===== src/rtl/regfile_mp.sv =====
// rtl/regfile_mp.sv - multi-port register file with write forwarding, busy scoreboard and post-reset clear
module regfile_mp #(
  parameter int DW      = 32,
  parameter int DEPTH   = 32,
  parameter int NRD     = 2,
  parameter bit ZERO_R0 = 1'b1,
  parameter int AW      = $clog2(DEPTH)
) (
  input  logic              clk,
  input  logic              rst,
  input  logic              we0,
  input  logic [AW-1:0]     waddr0,
  input  logic [DW-1:0]     wdata0,
  input  logic              we1,
  input  logic [AW-1:0]     waddr1,
  input  logic [DW-1:0]     wdata1,
  input  logic [NRD-1:0]    re,
  input  logic [NRD*AW-1:0] raddr,
  output logic [NRD*DW-1:0] rdata,
  output logic [NRD-1:0]    rbusy,
  input  logic              busy_set,
  input  logic [AW-1:0]     busy_addr,
  output logic              ready
);

  typedef enum logic {CLEAR, RUN} state_t;

  state_t            state_q, state_d;
  logic [AW-1:0]     clr_ptr;
  logic [DW-1:0]     regs [DEPTH];
  logic [DEPTH-1:0]  busy, busy_d;
  logic              run;
  logic              w0_ok, w1_ok;
  logic [AW-1:0]     ra;
  logic              hit0, hit1;

  assign run   = (state_q == RUN) && !rst;
  assign w0_ok = we0 && !(ZERO_R0 && waddr0 == '0);
  assign w1_ok = we1 && !(ZERO_R0 && waddr1 == '0);

  always_ff @(posedge clk) begin
    if (rst) begin
      state_q <= CLEAR;
      clr_ptr <= '0;
      busy    <= '0;
    end else begin
      state_q <= state_d;
      if (state_q == CLEAR) clr_ptr <= clr_ptr + 1'b1;
      if (state_q == RUN) busy <= busy_d;
    end
  end

  always_comb begin
    state_d = state_q;
    ready   = 1'b0;
    case (state_q)
      CLEAR: if (clr_ptr == AW'(DEPTH - 1)) state_d = RUN;
      RUN:   ready = 1'b1;
      default: state_d = CLEAR;
    endcase
  end

  // Port 1 is written last so it wins a same-address collision.
  always_ff @(posedge clk) begin
    if (!rst) begin
      if (state_q == CLEAR) begin
        regs[clr_ptr] <= '0;
      end else begin
        if (w0_ok) regs[waddr0] <= wdata0;
        if (w1_ok) regs[waddr1] <= wdata1;
      end
    end
  end

  always_comb begin
    busy_d = busy;
    for (int a = 0; a < DEPTH; a++) begin
      if ((we0 && waddr0 == AW'(a)) || (we1 && waddr1 == AW'(a))) busy_d[a] = 1'b0;
      if (busy_set && busy_addr == AW'(a)) busy_d[a] = 1'b1;
    end
    if (ZERO_R0) busy_d[0] = 1'b0;
  end

  // A write-back landing this cycle both forwards its data and hides the busy bit.
  always_comb begin
    rdata = '0;
    rbusy = '0;
    ra    = '0;
    hit0  = 1'b0;
    hit1  = 1'b0;
    for (int i = 0; i < NRD; i++) begin
      ra   = raddr[i*AW +: AW];
      hit0 = we0 && waddr0 == ra;
      hit1 = we1 && waddr1 == ra;
      if (run && re[i] && !(ZERO_R0 && ra == '0)) begin
        if (hit1)      rdata[i*DW +: DW] = wdata1;
        else if (hit0) rdata[i*DW +: DW] = wdata0;
        else           rdata[i*DW +: DW] = regs[ra];
        rbusy[i] = busy[ra] && !hit0 && !hit1;
      end
    end
  end

endmodule

===== config.mk =====
export PLATFORM = sky130hd
export DESIGN_NAME = regfile_mp
export DESIGN_NICKNAME = d
export VERILOG_FILES = /design/src/rtl/regfile_mp.sv
export SDC_FILE = /design/constraint.sdc
export NUM_CORES = 2
export LEC_CHECK = 0
export ABC_AREA = 1
export CAP_MARGIN = 10
export CORE_MARGIN = 10
export CORE_UTILIZATION = 40
export DETAILED_ROUTE_END_ITERATION = 7
export DONT_BUFFER_PORTS = 1
export HOLD_SLACK_MARGIN = 0.05
export PLACE_DENSITY = 0.62
export SLEW_MARGIN = 20
export SYNTH_ARGS = -nofsm -noshare
export SYNTH_HDL_FRONTEND = slang
export SYNTH_SLANG_ARGS = --single-unit

===== constraint.sdc =====
create_clock -name clk -period 6 [get_ports clk]
set_clock_uncertainty 0.05 [all_clocks]
set_input_delay 0.3 -clock clk [delete_from_list [all_inputs] [get_ports clk]]
set_output_delay 0.3 -clock clk [all_outputs]
set_load 0.03 [all_outputs]

# Word level (Yosys, flattened, before mapping)
# Memories as Yosys holds them, arrays and structs flattened.
# Cells that the tools add are included.
[totals] in_bits=96 regBits=37 mem_bits_rw=1024 word_cells=441 output_inout_bits=67 n_memories=1
[memory_table] memory="regs" words=32 word_bits=32 rd=2 rd_clocked_by_memory_dff=0 write_ports=2 line="30" source="logic [DW-1:0] regs [DEPTH];"
[op_classes] eq_ne=98 n_lt_le_gt_ge=2 reduce_logical=215 add_sub_neg=1 mux=91
[op_table] operator="$eq A5 B5 Y1 const B" n=49
[op_table] operator="$mux W32" n=7
[op_table] operator="$eq A5 B4 Y1 const B" n=24
[op_table] operator="$logic_and A1 B1 Y1" n=108
[op_table] operator="$mux W1" n=81
[op_table] operator="$reduce_and A2 Y1" n=31
[op_table] operator="$reduce_bool A2 Y1" n=31
[op_table] operator="$eq A5 B3 Y1 const B" n=12
[op_table] operator="$reduce_or A32 Y1" n=1
[op_table] operator="$logic_or A1 B1 Y1" n=31
[op_table] operator="$eq A5 B2 Y1 const B" n=6
[op_table] operator="$eq A5 B5 Y1" n=4
[op_table] operator="$logic_not A5 Y1" n=4
[op_table] operator="$eq A5 B1 Y1 const B" n=3
[op_table] operator="$lt A5 B6 Y1 const B" n=2
[op_table] operator="$bmux W1 S5" n=2
[op_table] operator="$logic_not A1 Y1" n=9
[op_table] operator="$add A5 B1 Y5 const B" n=1
[op_table] operator="$mux W5" n=1

# Depth between registers and ports, before layout
[depth] word_depth=9 depth_mapped=14 depth_no_buf=11

# Worst setup path after synthesis
# No wires, ideal clock.
[synth_path] path_kind="register to register" from="register state_q" to="memory regs[31][0], enable pin" period_less_slack_ns=4.473 path_stages_with_launch=10 t_arrival_ns=3.957 slack_ns=1.527 t_required_ns=5.484 n_path_buf=3 setup_time_ns=0.466 path_cell_list="dfxtp_1 buf_4 inv_2 nor2_8 nand3_1 buf_4 buf_4 nand2_1 nand3_1 o21ai_0"
[synth_rtl] element="from (decl)" line="28" source="state_t state_q, state_d;"
[synth_rtl] element="from (signal assigned)" line="47" source="state_q <= state_d;"
[synth_rtl] element="to (decl)" line="30"

# Worst setup path in the final report
[layout_path] from="input raddr[0]" to="output rdata[30]"
[layout_between] elab_chain_len=5 elab_cells_between_ends=11 classes_between="eq/ne (2); mux (3); reduce/logical (5); memory (1)"
[layout_rtl] element="from (decl)" line="18" source="input logic [NRD*AW-1:0] raddr,"
[layout_rtl] element="parallel branches: the longest is 4 deep, another holds $mem_v2 Z32 W32"
[layout_rtl] element="$mux W32 *" line="95" source="if (run && re[i] && !(ZERO_R0 && ra == '0)) begin"
[layout_rtl] element="to (decl)" line="19" source="output logic [NRD*DW-1:0] rdata,"
# Every way passes the cells marked *.

==> flow_summary.ini <==
[logic_synthesis]
synth_compound_area_share_pct = 12.9
synth.mux.area_fraction_pct = 0
yosysSeqAreaShare_pct = 47.2
avgSynthCellArea_sq_um = 7.29
synthCells = 9146
yosysMostFrequentCell = nand2_1
synth_edf_count = 1024
yosys.area_share.simple_pct = 32.3
synth_top_family_by_area = simple AND/OR/NAND/NOR gates
ys.flop_type = edfxtp_1
async_flop_share_pct = 0
synth.top_cells.by_count = 3769 x nand2_1, 1219 x nand3_1, 1024 x edfxtp_1
synthAdderAreaFrac_pct = 0.0375
yosys_warnings = 0
ys_ff_latch = 1061
synth_cell_types = 36
synth_top_area_share_pct = 46.1
synth_nets = 9244
synth-xor-area-share_pct = 0.0394
syn-cell-area_sq_um = 66700
synth_area_leaders = edfxtp_1 46%, nand2_1 21%, nand3_1 9.1%
yosys.area.top_type = edfxtp_1

[sta]
hold_viol_final = 0
holdWs_ps = 47.3
worst_pin_slew_ps = 1640
tns_ps = 0
setup_viol = 0
drv_slew = 198
timing.final.crit_share_pct = 80.6
slew_headroom_pct = -9.15
grt_setup_unrepaired = no
fmax_mhz = 207
min_period_ps = 4840

[pwr]
p_leak_nw = 26.8
irDropWorstVdd_mv = 0.230
powerDensity_nw_per_um2 = 238
fin_total_pwr_mw = 17.0

[cells_and_area]
post-route-util_pct = 43.3
n_fill_cell = 16100
regArea_sq_um = 31500
multi_input_area_sq_um = 30900
area_growth_pct = 7.33
nets = 8656
drive_gt1_share_pct = 4.94
stdcell_count = 10900

[clocking]
cts_tree = done
cts_setup_buffers = 0
insertion_delay_ps = 770
clk_path_buf_depth = 3
clk_pin_slew_ps = 60
cts_buffers = 117
cts_sinks = 1061
htreeDepth = 3
cts_root_buf = clkbuf_16

[run_status]
violations = DRC, slew limit
outcome = complete, but fails checks

[place]
dp.cells = 10600
io_buffers = 0
gp_congestion = 0.892
hpwl_um = 151000

[drt]
vias_per_cell = 6.17
vias = 67000
firstDrtPassIters = 8
drt-initial-drc-count = 11900
ant_nets = 0
drc = 14
wl_um = 285000
wire_per_inst_um = 26.3

[setup_path]
worst_ep_arrival_time_ps = 4490
crit_type = input port to output pin
end_kind = output pin
cp_max_fo = 628
start_kind = input port
worstPathRequired_ps = 5650

[global_route]
grt_max_degree = 629
grt_busiest_layer = met2
grt_pass1_wl_um = 409000
grt_overflow = 0
first_global_vias = 61100
antenna_found_initial = 6
met1_usage_pct = 37.5
grt_util_all_layers_pct = 29.4
use_met3_pct = 7.20
grt_use_met2_pct = 44.2

[floorplan]
die_h_um = 428
initial_core_util_pct = 40.3
dieArea_sq_um = 183000
num_rows = 149
core_area_sq_um = 165000
ios = 163
die_x_um = 428

[hold_path]
hold_class = input port to register

[flow_run]
max_cap_violations = 0
[logic make-up (layout without fill, tap and decap cells)]
group / Yosys count / after routing
xor+xnor: 3 / 3
flops: 1061 / 1061
buf+inv: 1113 / 626
fa+ha+maj: 2 / 2
other cells: 0 / 11
compound gates: 1705 / 1705
simple gates: 5262 / 5262
[metal layers]
layer / routed length (um) / vias up / share of wire (%)
met5: 12 / - / 0.0042
met1: 103000 / 31000 / 36
met4: 20000 / 2 / 7.0
li1: - / 29400 / -
met2: 122000 / 5482 / 43
met3: 39900 / 1089 / 14
[area by class of cell]
type | instances | share of cell area (%)
Clock buffer | 150 | 4.35
Sequential cell | 1061 | 44.0
Multi-Input combinational cell | 6972 | 43.2
Inverter | 225 | 1.24
Timing Repair Buffer | 181 | 2.48
Antenna cell | 11 | 0.0385
Tap cell | 2189 | 3.83
Clock inverter | 70 | 0.851
[flip-flops by register name (all words and copies together) (netlist names)]
signal   cells
clr_ptr      5
busy        31
regs      1024
state_q      1
[metrics by stage]
| stage | instance area [sq um] | worst slack [ps] |
|---|---|---|
| 2_1_floorplan | 66700 | 1530 |
| 3_3_place_gp | 67100 | 1440 |
| 3_5_place_dp | 67200 | 1400 |
| 4_1_cts | 71400 | 1400 |
| 5_1_grt | 71600 | 1090 |
| 6_report | 71600 | 1160 |
[layout by cell type, fill, tap and decap left out, types with 54 or more instances in the layout]
cell and instances:
nand3_1 1209, clkbuf_16 118, a21oi_1 363, inv_1 191
o21ai_0 785, o21ai_1 489, edfxtp_1 1024, nor2_1 201
nand2_1 3749, dlygate4sd3_1 54, buf_4 107
[worst max-delay path: stages]
cell and delay [ps]:
inv_8 1120, buf_4 790, nand2_1 100, nand3_1 100
nand2_1 80, nand2_1 80, nand3_1 70, nand3_1 100
nand3_1 220, a21oi_1 740
[worst paths after layout]
check             cells after the start                      to                  start  slack (ps)
hold reg to reg                       2   busy[20]$_SDFFE_PP0P_  busy[20]$_SDFFE_PP0P_         420
setup / recovery                     10               rdata[30]               raddr[0]        1160
setup reg to reg                      9  regs[23][18]$_DFFE_PP_     state_q$_SDFF_PP0_        1250
hold / removal                        2  regs[30][28]$_DFFE_PP_             wdata1[28]          50
[report_power, final]
| part | leakage (nW) | switching (mW) | internal [mW] |
|---|---|---|---|
| logic | 16.3 | 1.24 | 0.445 |
| registers | 8.71 | 0.0178 | 8.05 |
| clock network | 1.82 | 3.22 | 4.07 |
[repair_timing]
action                                 CTS  global route
endpoints found under the hold margin  143             0
hold buffers                            55             0
setup endpoints to repair                0             0
gates resized for setup                  0             0
No activity file was read; power rests on OpenSTA's default activity.
